--- src/rtl/axi4lite_pkg.sv ---
// Shared AXI4-Lite slice definitions: default widths, per-channel payload widths
// and the skid buffer occupancy encoding.
package axi4lite_pkg;

    localparam int ADDR_W  = 32;
    localparam int DATA_W  = 32;
    localparam int STRB_W  = DATA_W / 8;

    localparam int AW_PL_W = ADDR_W + 3;
    localparam int W_PL_W  = DATA_W + STRB_W;
    localparam int AR_PL_W = ADDR_W + 3;
    localparam int R_PL_W  = DATA_W;
    localparam int B_PL_W  = 1;

    typedef enum logic [1:0] {
        SKID_EMPTY = 2'd0,
        SKID_ONE   = 2'd1,
        SKID_FULL  = 2'd2
    } skid_state_t;

endpackage

--- src/rtl/axi_skid_buffer.sv ---
// Two-entry valid/ready skid buffer with fully registered outputs; with ENABLE=0
// it collapses to a zero-latency wire-through.
module axi_skid_buffer
    import axi4lite_pkg::*;
#(
    parameter int WIDTH  = 32,
    parameter bit ENABLE = 1'b1
) (
    input  logic             clk,
    input  logic             reset,
    input  logic             in_valid,
    output logic             in_ready,
    input  logic [WIDTH-1:0] in_data,
    output logic             out_valid,
    input  logic             out_ready,
    output logic [WIDTH-1:0] out_data
);

    generate
        if (ENABLE) begin : g_slice
            skid_state_t      state_reg, state_next;
            logic             in_ready_reg, in_ready_next;
            logic             out_valid_reg, out_valid_next;
            logic [WIDTH-1:0] data_reg, data_next;
            logic [WIDTH-1:0] skid_reg, skid_next;
            logic             push, pop;

            // Handshakes are judged on the registered flags so no ready path crosses the slice.
            assign push = in_valid & in_ready_reg;
            assign pop  = out_valid_reg & out_ready;

            always_ff @(posedge clk or posedge reset) begin
                if (reset) begin
                    state_reg     <= SKID_EMPTY;
                    in_ready_reg  <= 1'b0;
                    out_valid_reg <= 1'b0;
                    data_reg      <= '0;
                    skid_reg      <= '0;
                end else begin
                    state_reg     <= state_next;
                    in_ready_reg  <= in_ready_next;
                    out_valid_reg <= out_valid_next;
                    data_reg      <= data_next;
                    skid_reg      <= skid_next;
                end
            end

            always_comb begin
                state_next = state_reg;
                data_next  = data_reg;
                skid_next  = skid_reg;
                case (state_reg)
                    SKID_EMPTY: begin
                        if (push) begin
                            state_next = SKID_ONE;
                            data_next  = in_data;
                        end
                    end
                    SKID_ONE: begin
                        if (push && pop) begin
                            data_next = in_data;
                        end else if (pop) begin
                            state_next = SKID_EMPTY;
                        end else if (push) begin
                            state_next = SKID_FULL;
                            skid_next  = in_data;
                        end
                    end
                    SKID_FULL: begin
                        if (pop) begin
                            state_next = SKID_ONE;
                            data_next  = skid_reg;
                        end
                    end
                    default: begin
                        state_next = SKID_EMPTY;
                    end
                endcase
                in_ready_next  = (state_next != SKID_FULL);
                out_valid_next = (state_next != SKID_EMPTY);
            end

            assign in_ready  = in_ready_reg;
            assign out_valid = out_valid_reg;
            assign out_data  = data_reg;
        end else begin : g_wire
            logic unused_clk_reset;

            assign out_valid        = in_valid;
            assign out_data         = in_data;
            assign in_ready         = out_ready;
            assign unused_clk_reset = clk ^ reset;
        end
    endgenerate

endmodule

--- src/rtl/axi4lite_reg_slice.sv ---
// AXI4-Lite register slice between core master and memory slave: one skid buffer
// per channel, selected per channel by SLICE_MASK {R,AR,B,W,AW}.
module axi4lite_reg_slice
    import axi4lite_pkg::*;
#(
    parameter int         ADDR_W     = axi4lite_pkg::ADDR_W,
    parameter int         DATA_W     = axi4lite_pkg::DATA_W,
    parameter logic [4:0] SLICE_MASK = 5'b11111
) (
    input  logic                  clk,
    input  logic                  reset,

    input  logic                  s_axi_awvalid,
    input  logic [ADDR_W-1:0]     s_axi_awaddr,
    input  logic [2:0]            s_axi_awprot,
    output logic                  s_axi_awready,
    output logic                  m_axi_awvalid,
    output logic [ADDR_W-1:0]     m_axi_awaddr,
    output logic [2:0]            m_axi_awprot,
    input  logic                  m_axi_awready,

    input  logic                  s_axi_wvalid,
    input  logic [DATA_W-1:0]     s_axi_wdata,
    input  logic [DATA_W/8-1:0]   s_axi_wstrb,
    output logic                  s_axi_wready,
    output logic                  m_axi_wvalid,
    output logic [DATA_W-1:0]     m_axi_wdata,
    output logic [DATA_W/8-1:0]   m_axi_wstrb,
    input  logic                  m_axi_wready,

    input  logic                  m_axi_bvalid,
    output logic                  m_axi_bready,
    output logic                  s_axi_bvalid,
    input  logic                  s_axi_bready,

    input  logic                  s_axi_arvalid,
    input  logic [ADDR_W-1:0]     s_axi_araddr,
    input  logic [2:0]            s_axi_arprot,
    output logic                  s_axi_arready,
    output logic                  m_axi_arvalid,
    output logic [ADDR_W-1:0]     m_axi_araddr,
    output logic [2:0]            m_axi_arprot,
    input  logic                  m_axi_arready,

    input  logic                  m_axi_rvalid,
    input  logic [DATA_W-1:0]     m_axi_rdata,
    output logic                  m_axi_rready,
    output logic                  s_axi_rvalid,
    output logic [DATA_W-1:0]     s_axi_rdata,
    input  logic                  s_axi_rready
);

    localparam int STRB_LW = DATA_W / 8;
    localparam int AW_LW   = ADDR_W + 3;
    localparam int W_LW    = DATA_W + STRB_LW;
    localparam int AR_LW   = ADDR_W + 3;
    localparam int R_LW    = DATA_W;

    logic [AW_LW-1:0]  aw_out;
    logic [W_LW-1:0]   w_out;
    logic [AR_LW-1:0]  ar_out;
    logic [R_LW-1:0]   r_out;
    logic [B_PL_W-1:0] unused_b_data;

    axi_skid_buffer #(.WIDTH(AW_LW), .ENABLE(SLICE_MASK[0])) u_aw (
        .clk       (clk),
        .reset     (reset),
        .in_valid  (s_axi_awvalid),
        .in_ready  (s_axi_awready),
        .in_data   ({s_axi_awprot, s_axi_awaddr}),
        .out_valid (m_axi_awvalid),
        .out_ready (m_axi_awready),
        .out_data  (aw_out)
    );
    assign {m_axi_awprot, m_axi_awaddr} = aw_out;

    axi_skid_buffer #(.WIDTH(W_LW), .ENABLE(SLICE_MASK[1])) u_w (
        .clk       (clk),
        .reset     (reset),
        .in_valid  (s_axi_wvalid),
        .in_ready  (s_axi_wready),
        .in_data   ({s_axi_wstrb, s_axi_wdata}),
        .out_valid (m_axi_wvalid),
        .out_ready (m_axi_wready),
        .out_data  (w_out)
    );
    assign {m_axi_wstrb, m_axi_wdata} = w_out;

    // Write response has no payload in AXI4-Lite here; a constant bit keeps the buffer uniform.
    axi_skid_buffer #(.WIDTH(B_PL_W), .ENABLE(SLICE_MASK[2])) u_b (
        .clk       (clk),
        .reset     (reset),
        .in_valid  (m_axi_bvalid),
        .in_ready  (m_axi_bready),
        .in_data   (1'b0),
        .out_valid (s_axi_bvalid),
        .out_ready (s_axi_bready),
        .out_data  (unused_b_data)
    );

    axi_skid_buffer #(.WIDTH(AR_LW), .ENABLE(SLICE_MASK[3])) u_ar (
        .clk       (clk),
        .reset     (reset),
        .in_valid  (s_axi_arvalid),
        .in_ready  (s_axi_arready),
        .in_data   ({s_axi_arprot, s_axi_araddr}),
        .out_valid (m_axi_arvalid),
        .out_ready (m_axi_arready),
        .out_data  (ar_out)
    );
    assign {m_axi_arprot, m_axi_araddr} = ar_out;

    axi_skid_buffer #(.WIDTH(R_LW), .ENABLE(SLICE_MASK[4])) u_r (
        .clk       (clk),
        .reset     (reset),
        .in_valid  (m_axi_rvalid),
        .in_ready  (m_axi_rready),
        .in_data   (m_axi_rdata),
        .out_valid (s_axi_rvalid),
        .out_ready (s_axi_rready),
        .out_data  (r_out)
    );
    assign s_axi_rdata = r_out;

endmodule
--- config.mk ---
export PLATFORM = sky130hd
export DESIGN_NAME = axi4lite_reg_slice
export DESIGN_NICKNAME = d
export VERILOG_FILES = /design/src/rtl/axi4lite_pkg.sv /design/src/rtl/axi_skid_buffer.sv /design/src/rtl/axi4lite_reg_slice.sv
export SDC_FILE = /design/constraint.sdc
export NUM_CORES = 1
export LEC_CHECK = 0
export ABC_AREA = 0
export CAP_MARGIN = 15
export CORE_ASPECT_RATIO = 0.6
export CORE_UTILIZATION = 54
export DETAILED_ROUTE_END_ITERATION = 10
export GPL_ROUTABILITY_DRIVEN = 0
export PLACE_DENSITY = 0.86
export SLEW_MARGIN = 20
export SYNTH_ARGS = -nofsm -noshare
export SYNTH_HDL_FRONTEND = slang
export SYNTH_SLANG_ARGS = --single-unit
--- constraint.sdc ---
create_clock -name clk -period 31.2 [get_ports clk]
set_input_delay 6.24 -clock clk [delete_from_list [all_inputs] [get_ports clk]]
set_output_delay 6.24 -clock clk [all_outputs]
set_load 0.02 [all_outputs]
-- Word-level counts from Yosys, hierarchy flattened
Index checks and enable logic that the tools add are counted.
W data, S select, Z words.
- flip-flop bits (word level): 296
- input bits: 150
- output and inout port bits: 148
- logic and storage cells: 141
- equality and inequality tests: 27
- multiplexer cells: 46
- bitwise gates (word level): 18
- reduce and logical (&&, ||, !) cells: 27
- operators by type and width (cell ; number):
    $mux W35 ; 6
    $pmux W35 S3 ; 2
    $mux W36 ; 3
    $pmux W36 S3 ; 1
    $mux W32 ; 3
    $pmux W32 S3 ; 1
    $mux W2 ; 25
    $reduce_and A4 Y1 ; 8
    $pmux W2 S3 ; 5
    $ne A2 B1 Y1 const B ; 12
    $reduce_bool A3 Y1 ; 4
    $and A1 B1 Y1 ; 10
    $eq A2 B1 Y1 const B ; 5
    $eq A2 B2 Y1 const B ; 5
    $logic_not A2 Y1 ; 5
    $ne A2 B2 Y1 const B ; 5
    $reduce_bool A2 Y1 ; 5
    $not A1 Y1 ; 8
    $logic_and A1 B1 Y1 ; 5

-- Depth between registers and ports, before layout
Gate-level depths: netlist of run 1.
- depth in word-level cells: 6
- depth in mapped cells: 6
- depth with buffers taken out: 4

-- Modules after synthesis
A second synthesis of run 1 with hierarchy kept.
- cell total of the unflattened synthesis: 841
- area total of the unflattened synthesis: 13516.7 µm²
- modules (own cells, without submodules) (module ; instances ; cells an instance ; area each (µm²) ; sequential area each (µm²)):
    axi_skid_buffer at u_ar ... ; 2 ; 206 ; 3328.2 ; 1851.8
    axi_skid_buffer at u_w ; 1 ; 211 ; 3329.4 ; 1901.8
    axi_skid_buffer at u_r ; 1 ; 191 ; 3244.4 ; 1701.6
    axi_skid_buffer at u_b ; 1 ; 26 ; 282.8 ; 150.1
    axi4lite_reg_slice ; 1 ; 1 ; 3.8 ; 0.0

-- Worst setup path before layout of run 1
OpenSTA, ideal clock, no wires.
- path kind: input port to flip-flop
- start point: in s_axi_awvalid
- end point: reg u_aw.g_slice.data_reg[0] (netlist: u_aw.out_data[0])
- library setup time: 0.125 ns
- arrival: 7.321 ns
- data required time: 31.075 ns
- slack: 23.755 ns
- cell stages on the path: 5
- buffers on the path: 1
- cell sequence: nand2_1 > o21ai_1 > a21oi_2 > buf_4 > mux2_2
- cells in the longest elaborated chain, start to end: 4
- elaborated cells on any way between the ends: 5
- those cells by class: eq/ne: 2; bitwise: 1; reduce/logical: 2
- RTL lines (item ; line ; source):
    start: declaration ; axi4lite_reg_slice.sv:13 ; input logic s_axi_awvalid,
    $and A1 B1 Y1 * ; axi_skid_buffer.sv:29 ; assign push = in_valid & in_ready_reg;
    $logic_and A1 B1 Y1 ; axi_skid_buffer.sv:60 ; if (push && pop) begin
    $ne A2 B1 Y1 (no line) ; -- ;
    $reduce_and A4 Y1 (no line) * ; -- ;
    end signal: assignment ; axi_skid_buffer.sv:43 ; data_reg <= data_next;
    end: declaration ; axi_skid_buffer.sv:24 ; logic [WIDTH-1:0] data_reg, data_next;
Every way passes the cells marked *; elsewhere a longest branch is shown, timed or not.
A chain may end at the register's enable or synchronous reset.

-- Worst setup path in the final report of run 1
- start point: in s_axi_arvalid
- end point: reg u_ar.g_slice.skid_reg[7]
- cells in the longest elaborated chain, start to end: 4
- RTL lines (item ; line ; source):
    start: declaration ; axi4lite_reg_slice.sv:36 ; input logic s_axi_arvalid,
    $and A1 B1 Y1 * ; axi_skid_buffer.sv:29 ;
    $logic_and A1 B1 Y1 ; axi_skid_buffer.sv:60 ;
    $not A1 Y1 (no line) ; -- ;
    $reduce_and A4 Y1 (no line) * ; -- ;
    end signal: assignment ; axi_skid_buffer.sv:44 ; skid_reg <= skid_next;
    end: declaration ; axi_skid_buffer.sv:25 ; logic [WIDTH-1:0] skid_reg, skid_next;
Marked as above.

==> reports/results.ini, run 1 <==
[power]
power_frac_clock = 0.205
combPwrFrac = 0.421
power_switching_w = 0.0006090
p_seq_frac = 0.374
intPower_w = 0.001227
power_w = 0.001836
power_switching_share = 0.3317
power_density_nw_per_um2 = 108.1
leakage_nw = 7.286
ir_drop_mv = 0.06118

[final_layout]
drive_gt1_frac = 0.3562
final_core_util = 0.7361
multi_input_area_um2 = 5074
diodes = 0
fill_cells = 1494
layout-area-overhead-vs-synth_pct = 33.77
regArea_um2 = 7407
final_cells = 1497
nets = 1310

[logic_synthesis]
synth_edf_count = 0
yosysUniqueCellTypes = 32
avgSynthCellArea_um2 = 14.65
netlist_area_um2 = 12700
synth_ff_type = dfrtp_1
syn_nets = 1017
synthCells = 867
ys_ff_latch = 296
synth_xor_xnor_area_share = 0
ys_warn_count = 0
yosysSeqAreaShare = 0.5833
yosys-mux-area-fraction = 0.3365
synth_top_family_by_area = multiplexers
synthAdderAreaFrac = 0
synthSimpleGateAreaFrac = 0.02502
synth-compound-area-share = 0.03606
async_flop_share = 1.000

[clock_network]
cts_made_buffers = 28
hold_buffers = 0
root_buffer = clkbuf_16
cts_resized = 0
insertion_delay_ps = 540
postCtsSetupBuffers = 0
htreeDepth = 1
clockBufferDepth = 3
cts.sinks = 296
cts_tree = built
clk_pin_slew_ps = 60

[critical_path]
ff2ff_setup_slack_ps = 28120
worst_ep_required_time_ps = 31620
worst-path-buf-inv = 2
timing.rr.start = u_ar.g_slice.state_reg[0]
path_cells = clkdlybuf4s50_1 > nand2_1 > nor2_1 > nand3_1 > buf_4 > mux2_2
cpPeakStageDelay_ps = 800
path_class = in2reg
rr_endpoint = u_ar.out_data[19]
critPathSlowestCell = nand3_1
path_max_fanout = 21
start_kind = primary input
crit_arrival_ps = 8700
cp_top_family = simple AND/OR/NAND/NOR gates
endpoint_kind = flip-flop
r2r_cells = 5

[floorplan]
rows = 43
die_w_um = 200.0
pin_count = 298
coreArea_um2 = 23080
fp.dieH_um = 120.8
start_util = 0.5502
dieArea_um2 = 24160

[global_routing]
antenna_found_initial = 0
grt_pass1_wl_um = 45500
grt_overflow = 0
grt_max_degree = 159
grt_pass1_vias = 8398
grt_usage = 0.2420

[timing]
grt_setup_unrepaired = no
maxSlewViolCount = 0
relSlewSlack = 0.2625
setup_viol = 0
fin_skew_ps = 12.30
max_freq_mhz = 120.8
hold_viol = 0
post-route-period-util = 0.2654
tightest_slew_ps = 1103
timing.hold.ws_ps = 492.7
period_minus_slack_ps = 8281
final.setup.tns_ps = 0

[drt]
wl_per_cell_um = 19.24
wirelength_um = 28810
dr.pass1.iters = 4
drc = 0
drtAntennaViolNets = 0
detail_route.iter0.violations = 392
vias = 7991
vias_per_cell = 5.338

[min_path]
whs_path_depth = 1
min_to = u_r.g_slice.state_reg[0]
hold_path.startpoint = u_r.g_slice.state_reg[0]
hp-class = reg2reg

[outcome]
outcome = completed

[placed_design]
port_buffers = 297
placed_cells = 1445
dp_hpwl_um = 19240

[job]
maxCapViolations = 0

## metrics by stage
| step | instance area (um^2) | setup slack (ps) |
|---|---|---|
| after floorplan | 12700 | 16780 |
| after global placement | 15940 | 22500 |
| after detailed placement | 15940 | 22360 |
| after CTS | 16980 | 22940 |
| after global routing | 16990 | 22810 |
| final | 16990 | 22920 |
## cell usage in the layout, fill, tap and decap left out, types with 3 or more instances in the layout
cell,instances
a21boi_0,6
a21oi_1,36
o22ai_1,4
nor2_1,39
clkinvlp_4,3
nand2_1,17
a22o_1,3
bufinv_16,5
dfrtp_1,296
nor3_1,3
clkdlybuf4s50_1,297
o21ai_0,4
nand3_1,5
mux2_2,347
o21a_1,3
clkbuf_8,7
buf_4,9
nor2b_1,3
mux2_1,4
mux2i_1,32
clkinv_2,6
clkbuf_16,29
## cells in the mapped netlist (2+ instances only)
cell,n,share of area
a21boi_0,6,0.0035
a21o_1,2,0.0012
a21oi_1,36,0.014
a22o_1,3,0.0021
a31oi_4,2,0.0033
and2_1,2,0.00099
buf_2,24,0.0095
buf_4,6,0.0035
buf_6,3,0.0027
clkbuf_1,11,0.0033
dfrtp_1,296,0.58
mux2_1,4,0.0035
mux2_2,347,0.31
mux2i_1,32,0.025
nand2_1,17,0.0050
nand2b_1,4,0.0020
nand3_1,6,0.0024
nor2_1,39,0.012
nor2b_1,3,0.0015
nor3_1,3,0.0012
o21a_1,3,0.0018
o21ai_0,4,0.0016
o21ai_1,2,0.00079
o22ai_1,4,0.0020
## per-layer routing
metal  up-vias  wire length [um]  global-route usage
li1       3689                 -                   -
met1      4080             12820              0.3314
met2       181             13490              0.3832
met3        41              1925             0.07001
met4         0               566             0.05200
met5         -                 0                   0
## power groups by stage
stage	Clock (W)	Combinational (W)	Sequential, W
after floorplan	0	0.000365	0.000786
after global placement	0	0.000756	0.000676
after detailed placement	0	0.000776	0.000688
after CTS	0.000387	0.000781	0.000685
after global routing	0.000401	0.000825	0.000710
final	0.000377	0.000773	0.000686
## worst max-delay path by stage
stage             startpoint                   endpoint  slack [ps]  depth (start not counted)
4_1_cts        s_axi_arvalid   u_ar.g_slice.skid_reg[7]       22940                          6
2_1_floorplan          reset   u_ar.g_slice.skid_reg[0]       16780                          1
5_1_grt        s_axi_arvalid  u_ar.g_slice.skid_reg[13]       22810                          6
3_5_place_dp   s_axi_arvalid   u_ar.g_slice.skid_reg[7]       22360                          6
3_3_place_gp   s_axi_arvalid   u_ar.g_slice.skid_reg[5]       22500                          6
6_report       s_axi_arvalid   u_ar.g_slice.skid_reg[7]       22920                          6
## cell type report
type / count / share of cell area
Sequential cell: 296 / 0.4360
Multi-Input combinational cell: 526 / 0.2986
Timing Repair Buffer: 307 / 0.1801
Clock buffer: 36 / 0.04839
Tap cell: 315 / 0.02320
Clock inverter: 16 / 0.01296
Inverter: 1 / 0.0006628
## cells by family (layout without fill, tap and decap cells)
logic type | count (synthesis) | after routing
AOI/OAI and AO/OA | 68 | 68
DFF | 296 | 296
buffers and inverters | 45 | 360
muxes | 383 | 383
and+or+nand+nor | 75 | 75
No activity file was read; power rests on OpenSTA's default activity.
==> run 2: changes to the inputs <==
CORE_UTILIZATION = 45   (was 54)
PLACE_DENSITY = 0.76   (was 0.86)
clock period = 7.4 ns   (was 31.2 ns; I/O delays follow)
==> reports/results.ini, run 2 (synthesis results as in run 1) <==
[drt]
routed-wl-met3_um = 1876
vias_per_cell = 5.169
drtAntennaViolNets = 0
met2_length_um = 13270
detail_route.iter0.violations = 413
wl_per_cell_um = 18.72
top_layer = met5
drc = 0
wirelength_um = 29080
vias = 8028
wl_met1_um = 13460
dr.pass1.iters = 4

[clock_network]
clk_pin_slew_ps = 70
postCtsSetupBuffers = 0
cts.sinks = 296
clockBufferDepth = 3
cts_resized = 0
root_buffer = clkbuf_16
cts_tree = built
insertion_delay_ps = 560
cts_made_buffers = 29
htreeDepth = 1
hold_buffers = 0

[outcome]
outcome = completed

[final_layout]
final_common_cell = mux2_2
nets = 1312
layout_common_cells = mux2_2 (347), clkdlybuf4s50_1 (297), dfrtp_1 (296), nor2_1 (39), a21oi_1 (36)
drive_gt1_frac = 0.3581
fill_cells = 2137
finish.instance_area_um2 = 17080
final_core_util = 0.6179
layout-area-overhead-vs-synth_pct = 34.47
final_cells = 1553

[timing]
max_freq_mhz = 300.7
fin_skew_ps = 16.45
grt_setup_unrepaired = no
setup_viol = 0
final.setup.tns_ps = 0
post-route-period-util = 0.4494
hold_viol = 0
relSlewSlack = 0.3027
tightest_slew_ps = 1046
period_minus_slack_ps = 3326
maxSlewViolCount = 0

[global_routing]
grt_pass1_wl_um = 46510
grt_overflow = 0
grt_usage = 0.2028
grt_pass1_vias = 8538
antenna_found_initial = 4
grt_max_degree = 169

[critical_path]
cpPeakStageDelay_ps = 690
path_class = in2reg
start_kind = primary input
critPathSlowestCell = nand3_1
worst_ep_required_time_ps = 7830
r2r_cells = 5
path_cells = clkdlybuf4s50_1 > nand2_1 > nor2_1 > nand3_1 > buf_4 > mux2_2
rr_endpoint = u_w.out_data[29]
endpoint_kind = flip-flop
timing.rr.start = u_w.g_slice.state_reg[0]
ff2ff_setup_slack_ps = 4350
crit_arrival_ps = 3760
path_max_fanout = 18

[power]
intPower_w = 0.005188
power_density_nw_per_um2 = 454.4
combPwrFrac = 0.418
ir_drop_mv = 0.2740
power_switching_w = 0.002573
power_switching_share = 0.3315
power_frac_clock = 0.209
leakage_nw = 7.301
power_w = 0.007761
p_seq_frac = 0.372

[floorplan]
die_w_um = 218.9
coreArea_um2 = 27640
dieArea_um2 = 28920
rows = 47
fp.dieH_um = 132.1
pin_count = 298
start_util = 0.4595

[min_path]
min_to = u_ar.out_data[24]
hp-class = reg2reg
whs_path_depth = 1
hold_path.startpoint = u_ar.out_data[24]

[placed_design]
port_buffers = 297
dp_hpwl_um = 19570
placed_cells = 1498
postPlaceCellArea_um2 = 16010

[job]
maxCapViolations = 0

run 2: area by class of cell:
class | count | area [um^2] | area share
timing repair buffer | 308 | 3068 | 0.1796
multi-input combinational | 526 | 5071 | 0.2969
clock buffer | 37 | 835.8 | 0.04894
inverter | 1 | 7.507 | 0.0004396
tap | 367 | 459.2 | 0.02689
clock inverter | 16 | 224.0 | 0.01311
antenna | 2 | 5.005 | 0.0002931
sequential | 296 | 7407 | 0.4337
run 2: per-layer routing:
metal	vias to the layer above	track usage
met5	-	0
met4	4	0.03704
met3	37	0.05790
met2	178	0.3103
met1	4113	0.2901
li1	3696	-
run 2: how the worst max path moves through the flow:
stage	start	endpoint	depth (start not counted)
3_5_place_dp	s_axi_arvalid	u_ar.g_slice.skid_reg[9]	6
5_1_grt	s_axi_arvalid	u_ar.g_slice.skid_reg[20]	6
2_1_floorplan	reset	u_ar.g_slice.skid_reg[0]	1
4_1_cts	s_axi_arvalid	u_ar.g_slice.skid_reg[26]	6
3_3_place_gp	s_axi_arvalid	u_ar.g_slice.skid_reg[23]	6
6_report	s_axi_arvalid	u_ar.g_slice.skid_reg[26]	6
run 2: worst max-delay path, delay by kind of cell:
kind                   cells  cell delay (ps)
buffers and inverters      2              950
AND/OR/NAND/NOR            3             1010
multiplexers               1              300
run 2: metrics by stage:
stage	hold slack [ps]	setup WS, ps
after global routing	508.0	4013
after detailed placement	485.8	3498
final	494.2	4074
after CTS	495.9	4102
after floorplan	451.3	1989
after global placement	474.8	3565
run 2: power by group through the flow:
stage                     combinational (W)  clock [W]  sequential [W]
after CTS                           0.00328    0.00167         0.00289
after global routing                0.00346    0.00173         0.00299
final                               0.00325    0.00162         0.00289
after global placement              0.00320          0         0.00286
after floorplan                     0.00154          0         0.00331
after detailed placement            0.00327          0         0.00290
